$ cat src/rtl/serial_mod_div_if.sv
// serial_mod_div_if: handshake bundle between a word producer/result consumer and
// serial_mod_div.
//   in_valid / in_ready / in_data      : word offer, producer -> checker
//   out_valid / out_ready / divisible  : result offer, checker -> consumer
//   remainder                          : residue, only when DIV_REM_OUT_EN is defined
// Modports: master = producer/consumer side, slave = the checker.
interface serial_mod_div_if #(
    parameter int unsigned DATA_W = 8
`ifdef DIV_REM_OUT_EN
    , parameter int unsigned RES_W = 2
`endif
);
    logic              in_valid;
    logic              in_ready;
    logic [DATA_W-1:0] in_data;
    logic              out_valid;
    logic              out_ready;
    logic              divisible;
`ifdef DIV_REM_OUT_EN
    logic [RES_W-1:0]  remainder;
`endif

    modport master (
        output in_valid,
        output in_data,
        output out_ready,
        input  in_ready,
        input  out_valid,
`ifdef DIV_REM_OUT_EN
        input  remainder,
`endif
        input  divisible
    );

    modport slave (
        input  in_valid,
        input  in_data,
        input  out_ready,
        output in_ready,
        output out_valid,
`ifdef DIV_REM_OUT_EN
        output remainder,
`endif
        output divisible
    );
endinterface

$ cat src/rtl/serial_mod_div.sv
// serial_mod_div: sequential divisibility checker. Accepts a DATA_W-bit word, folds it
// MSB-first BITS_PER_CYCLE bits per clock into a residue modulo DIVISOR, then offers the
// divisible flag (and optionally the residue) until the consumer takes it.
// Ports:
//   clk  : clock, rising edge
//   rst  : synchronous active-high reset
//   bus  : serial_mod_div_if.slave (input word handshake, result handshake)
// Optional feature: define DIV_REM_OUT_EN to export the residue on bus.remainder.
module serial_mod_div #(
    parameter int unsigned DATA_W         = 8,
    parameter int unsigned DIVISOR        = 3,
    parameter int unsigned BITS_PER_CYCLE = 1
) (
    input  logic            clk,
    input  logic            rst,
    serial_mod_div_if.slave bus
);
    localparam int unsigned N     = DATA_W / BITS_PER_CYCLE;
    localparam int unsigned RES_W = ($clog2(DIVISOR) > 1) ? $clog2(DIVISOR) : 1;
    localparam int unsigned CNT_W = $clog2(N + 1);
    localparam int unsigned ACC_W = RES_W + BITS_PER_CYCLE;

    // Divisor at accumulator width; it always fits since DIVISOR <= 2^RES_W.
    localparam logic [ACC_W-1:0] DIV_C    = ACC_W'(DIVISOR);
    localparam logic [CNT_W-1:0] CNT_LAST = CNT_W'(N - 1);

    localparam logic [1:0] StIdle = 2'd0;
    localparam logic [1:0] StBusy = 2'd1;
    localparam logic [1:0] StDone = 2'd2;

    logic [1:0]        state_q, state_d;
    logic [DATA_W-1:0] sh_q, sh_d;
    logic [RES_W-1:0]  res_q, res_d;
    logic [CNT_W-1:0]  cnt_q, cnt_d;

    logic [ACC_W-1:0]  acc;
    logic [RES_W-1:0]  res_next;

    // Horner step: shift the residue up by K bits, append the next chunk, reduce.
    assign acc      = {res_q, sh_q[DATA_W-1 -: BITS_PER_CYCLE]};
    assign res_next = RES_W'(acc % DIV_C);

    always_comb begin
        state_d = state_q;
        sh_d    = sh_q;
        res_d   = res_q;
        cnt_d   = cnt_q;
        case (state_q)
            StIdle: begin
                if (bus.in_valid) begin
                    sh_d    = bus.in_data;
                    res_d   = '0;
                    cnt_d   = '0;
                    state_d = StBusy;
                end
            end
            StBusy: begin
                sh_d  = sh_q << BITS_PER_CYCLE;
                res_d = res_next;
                cnt_d = cnt_q + CNT_W'(1);
                if (cnt_q == CNT_LAST) begin
                    state_d = StDone;
                end
            end
            StDone: begin
                if (bus.out_ready) begin
                    // A word offered during the result transfer is taken on the same edge.
                    if (bus.in_valid) begin
                        sh_d    = bus.in_data;
                        res_d   = '0;
                        cnt_d   = '0;
                        state_d = StBusy;
                    end else begin
                        state_d = StIdle;
                    end
                end
            end
            default: state_d = StIdle;
        endcase
    end

    always_ff @(posedge clk) begin
        if (rst) begin
            state_q <= StIdle;
            sh_q    <= '0;
            res_q   <= '0;
            cnt_q   <= '0;
        end else begin
            state_q <= state_d;
            sh_q    <= sh_d;
            res_q   <= res_d;
            cnt_q   <= cnt_d;
        end
    end

    assign bus.in_ready  = !rst && ((state_q == StIdle) ||
                                    ((state_q == StDone) && bus.out_ready));
    assign bus.out_valid = (state_q == StDone);
    assign bus.divisible = (state_q == StDone) && (res_q == '0);
`ifdef DIV_REM_OUT_EN
    assign bus.remainder = (state_q == StDone) ? res_q : '0;
`endif

endmodule

$ cat src/flat_wrapper.sv
// flat-port wrapper written by rule: the top's interface ports become plain ports
module serial_mod_div_flat 
#(
    parameter int unsigned DATA_W         = 8,
    parameter int unsigned DIVISOR        = 3,
    parameter int unsigned BITS_PER_CYCLE = 1
)
  (clk, rst, bus_in_valid, bus_in_data, bus_out_ready, bus_in_ready, bus_out_valid, bus_divisible);
  serial_mod_div_if #(.DATA_W(DATA_W)) bus_i ();
  input  logic clk;
  input  logic rst;
  input wire logic [$bits(bus_i.in_valid)-1:0] bus_in_valid;
  input wire logic [$bits(bus_i.in_data)-1:0] bus_in_data;
  input wire logic [$bits(bus_i.out_ready)-1:0] bus_out_ready;
  output wire logic [$bits(bus_i.in_ready)-1:0] bus_in_ready;
  output wire logic [$bits(bus_i.out_valid)-1:0] bus_out_valid;
  output wire logic [$bits(bus_i.divisible)-1:0] bus_divisible;
  assign bus_i.in_valid = bus_in_valid;
  assign bus_i.in_data = bus_in_data;
  assign bus_i.out_ready = bus_out_ready;
  assign bus_in_ready = bus_i.in_ready;
  assign bus_out_valid = bus_i.out_valid;
  assign bus_divisible = bus_i.divisible;
  serial_mod_div #(.DATA_W(DATA_W), .DIVISOR(DIVISOR), .BITS_PER_CYCLE(BITS_PER_CYCLE)) u_core (.clk(clk), .rst(rst), .bus(bus_i));
endmodule
$ cat config.mk
export PLATFORM = sky130hd
export DESIGN_NAME = serial_mod_div_flat
export DESIGN_NICKNAME = d
export VERILOG_FILES = /design/src/rtl/serial_mod_div_if.sv /design/src/rtl/serial_mod_div.sv /design/src/flat_wrapper.sv
export SDC_FILE = /design/constraint.sdc
export NUM_CORES = 1
export LEC_CHECK = 0
export ABC_AREA = 1
export CORE_ASPECT_RATIO = 0.5
export CORE_UTILIZATION = 28
export CTS_CLUSTER_DIAMETER = 50
export CTS_CLUSTER_SIZE = 24
export DETAILED_ROUTE_END_ITERATION = 16
export GPL_ROUTABILITY_DRIVEN = 1
export PLACE_DENSITY_LB_ADDON = 0.12
export SLEW_MARGIN = 20
export SYNTH_ARGS = -nofsm -noshare
export SYNTH_HDL_FRONTEND = slang
export SYNTH_SLANG_ARGS = --single-unit
$ cat constraint.sdc
create_clock -name clk -period 1.3 [get_ports clk]
set_input_delay 0.195 -clock clk [delete_from_list [all_inputs] [get_ports clk]]
set_output_delay 0.195 -clock clk [all_outputs]
set_load 0.02 [all_outputs]
==> impl_metrics.py, run 1 <==
metrics = {
    "synth": {
        "yosys-top-cells-area": "dfxtp_1 (38%), nand2_1 (16%), inv_1 (7.1%)",
        "synth_most_common_cell": "nand2_1",
        "yosysSeqAreaShare": 0.3804,
        "synth-main-ff-cell": "dfxtp_1",
        "synth_cells": 126,
        "synth-seq-cells": 16,
        "netlist.area_leader.share": 0.3804,
        "synth_fp_nets": 140,
        "synth_edf_count": 0,
        "avgSynthCellArea_um2": 6.683,
        "synthArstFlopShare": 0,
        "yosys.cell_types.count": 23,
        "ys_warn_count": 0,
        "syn-cell-area_um2": 842.1,
        "synth_commonest_cells": "nand2_1 (37), dfxtp_1 (16), inv_1 (16), a21oi_1 (9), nor2_1 (9)",
        "yosysTopAreaCell": "dfxtp_1",
    },
    "final_layout": {
        "final_area_um2": 1197,
        "diodes": 0,
        "area_growth_pct": 42.20,
        "multiInputGateArea_um2": 471.7,
        "fin_nets": 166,
        "fill_cells": 292,
        "drive_above_1_share": 0.2318,
        "seq_area_um2": 322.8,
    },
    "floorplanning": {
        "start_util": 0.3100,
        "die_area_um2": 3244,
        "rows": 13,
        "die_h_um": 40.78,
        "num_io_pins": 15,
        "core_area_um2": 2716,
        "die_w_um": 79.56,
    },
    "critical_path": {
        "r2r-start": "u_core.res_q[1]$_SDFFE_PP0P_",
        "crit_type": "flop to output pin",
        "r2r_slack_ns": 0.09,
        "critPathBufInv": 1,
        "cp_top_family": "flip-flops",
        "crit_chain": "nor4_1, buf_2",
        "cp_slowest_stage_delay_ns": 0.33,
        "worstRegToRegCells": 10,
        "cp.depth": 2,
        "setup.worst_path.start": "u_core.state_q[0]$_SDFFE_PP0P_",
        "crit_path_max_fanout": 4,
        "endpoint": "bus_divisible",
        "startpoint_type": "flop",
        "crit_slowest_cell": "dfxtp_1",
        "r2r-end": "u_core.res_q[1]$_SDFFE_PP0P_",
        "arrival_ns": 1.09,
        "end_kind": "output pin",
        "crit_required_ns": 1.11,
    },
    "sta": {
        "whs_ns": 0.4725,
        "maxSlewHeadroom": 0.7784,
        "setup_viol": 0,
        "setup_tns_ns": 0,
        "period_share": 0.9862,
        "report.final.slew_viol_count": 0,
        "hold_viol": 0,
        "worst_pin_slew_ns": 0.3296,
        "clock_skew_ns": 0.0008372,
        "period_needed_ns": 1.282,
        "rsz0062_at_grt": "true",
        "setup_ws_ns": 0.01790,
        "timing.fmax_mhz": 780.0,
    },
    "grt": {
        "grt_max_degree": 15,
        "grt-ovfl-total": 0,
        "track_usage": 0.1205,
        "antenna_found_initial": 0,
        "grt_pass1_vias": 631,
        "grt_pass1_wl_um": 2822,
    },
    "min_path": {
        "worstHoldPathType": "flop to flop",
    },
    "placement": {
        "io_buffers": 14,
        "place_area_um2": 1076,
        "place_ws_ns": -0.4103,
        "dp_hpwl_um": 1324,
        "place_congestion": 0.7428,
    },
    "route": {
        "wl_per_cell_um": 10.01,
        "drt_pass1_iterations": 4,
        "via_per_inst": 4.388,
        "route.detailed.drc": 0,
        "antenna_left": 0,
        "wirelength_um": 1882,
        "routed-via-count": 825,
        "drtIter0Drc": 25,
    },
    "power_and_ir_drop": {
        "switching_share": 0.2844,
        "powerDensity_nw_per_um2": 1131,
        "p_leak_nw": 0.5323,
        "p_switching_w": 0.0003851,
        "p_int_w": 0.0009690,
        "seqPwrFrac": 0.418,
        "vdd_ir_drop_max_mv": 0.4007,
        "combPwrFrac": 0.250,
        "p_clk_frac": 0.332,
    },
    "cts": {
        "cts_hold_buf": 0,
        "clockBufferDepth": 2,
        "clock-sinks": 16,
        "cts_root_buf": "clkbuf_8",
        "cts-buffers-inserted": 3,
        "clk_pin_slew_ns": 0.07,
        "cts-htree-levels": 1,
        "clkLatencyLatePin_ns": 0.25,
        "cts_tree": "built",
    },
    "run": {
        "maxCapViolations": 0,
    },
    "outcome": {
        "status": "complete, no violations",
    },
}
==> kinds of logic (layout without fill, tap and decap cells) <==
group / Yosys count / count (layout) / synth area share
buffers and inverters: 21 / 46 / 0.1085
adder cells (fa/ha/maj): 2 / 2 / 0.02971
AND/OR/NAND/NOR: 67 / 67 / 0.3536
flip-flops: 16 / 16 / 0.3804
AO/OA/AOI/OAI: 20 / 20 / 0.1278
==> through the flow <==
step / total power (W) / util / instances
floorplan: 0.0007605 / - / 126
global placement: 0.0008686 / 0.3961 / 183
detailed placement: 0.0008728 / 0.3961 / 183
CTS: 0.001319 / 0.4109 / 187
global route: 0.001435 / 0.4408 / 188
finish: 0.001354 / 0.4408 / 188
==> power by group through the flow <==
stage / Combinational [W] / Clock [W] / Sequential [W]
after global routing: 0.000380 / 0.000483 / 0.000572
after CTS: 0.000294 / 0.000462 / 0.000562
after global placement: 0.000297 / 0 / 0.000571
after floorplan: 0.000192 / 0 / 0.000569
after detailed placement: 0.000300 / 0 / 0.000573
final: 0.000338 / 0.000450 / 0.000566
==> layout make-up <==
class | instances | share of cell area
Multi-Input combinational cell | 89 | 0.3939
Inverter | 17 | 0.05329
Tap cell | 37 | 0.03866
Timing Repair Buffer | 25 | 0.1985
Clock buffer | 4 | 0.04598
Sequential cell | 16 | 0.2696
==> placed cells by master, fill, tap and decap left out <==
| master | n |
|---|---|
| o211ai_1 | 1 |
| o31ai_1 | 1 |
| nand4_1 | 2 |
| o21ai_0 | 3 |
| ha_4 | 1 |
| nand2_4 | 1 |
| nor3_2 | 1 |
| ha_1 | 1 |
| buf_4 | 7 |
| nor2_4 | 3 |
| nor4_1 | 1 |
| buf_12 | 1 |
| a21oi_2 | 1 |
| nand2_2 | 2 |
| dfxtp_2 | 2 |
| nand3_2 | 1 |
| nand2_1 | 36 |
| nor2_1 | 8 |
| inv_2 | 5 |
| buf_6 | 4 |
| buf_2 | 2 |
| dfxtp_1 | 14 |
| a21oi_1 | 8 |
| clkbuf_8 | 4 |
| o21ai_1 | 5 |
| and3_1 | 1 |
| inv_1 | 12 |
| nand3_1 | 5 |
| o21bai_1 | 1 |
| nor3_1 | 6 |
| clkdlybuf4s50_1 | 11 |
==> registers in the layout (all words and copies together), names as in the netlist <==
register	flops
u_core.state_q	2
u_core.res_q	2
u_core.sh_q	8
u_core.cnt_q	4
==> worst register-to-register path, cell delays in order (launching register included) <==
cell	delay, ns
dfxtp_2	0.33
buf_6	0.10
inv_2	0.04
nand2_2	0.07
inv_2	0.04
ha_4	0.14
inv_2	0.06
nand3_2	0.08
nand2_1	0.07
nand3_1	0.07
a21oi_1	0.13
==> repair_timing <==
action / CTS / global route
setup buffers: 0 / 1
pin swaps: 0 / 6
resized for setup: 14 / 22
setup endpoints to repair: 4 / 16
==> how the worst min path moves through the flow <==
stage                                 from                     endpoint  slack, ns  cells past startpoint
2_1_floorplan               bus_in_data[0]  u_core.sh_q[0]$_SDFFE_PP0P_       0.34                      2
3_3_place_gp   u_core.sh_q[0]$_SDFFE_PP0P_  u_core.sh_q[0]$_SDFFE_PP0P_       0.46                      2
3_5_place_dp   u_core.sh_q[0]$_SDFFE_PP0P_  u_core.sh_q[0]$_SDFFE_PP0P_       0.46                      2
4_1_cts        u_core.sh_q[0]$_SDFFE_PP0P_  u_core.sh_q[0]$_SDFFE_PP0P_       0.48                      2
5_1_grt        u_core.sh_q[0]$_SDFFE_PP0P_  u_core.sh_q[0]$_SDFFE_PP0P_       0.50                      2
6_report       u_core.sh_q[0]$_SDFFE_PP0P_  u_core.sh_q[0]$_SDFFE_PP0P_       0.47                      2
==> per-layer routing <==
metal,global-route usage,up-vias,wire length (µm),part of all wire
li1,-,455,-,-
met1,0.1524,353,1012,0.54
met2,0.2051,14,787,0.42
met3,0.04000,3,70,0.037
met4,0.02727,0,10,0.0053
met5,0,-,0,0
Note: power is estimated with default switching activity, not from simulation.
==> run 2: changes to the inputs <==
--- a/config.mk
+++ b/config.mk
@@ -9,7 +9,7 @@
 export CORE_ASPECT_RATIO = 0.5
 export CORE_UTILIZATION = 28
 export CTS_CLUSTER_DIAMETER = 50
-export CTS_CLUSTER_SIZE = 24
+export CTS_CLUSTER_SIZE = 16
 export DETAILED_ROUTE_END_ITERATION = 16
 export GPL_ROUTABILITY_DRIVEN = 1
 export PLACE_DENSITY_LB_ADDON = 0.12
==> results of run 2 <==
The final DEF is identical to that of run 1; final timing and power are the same.
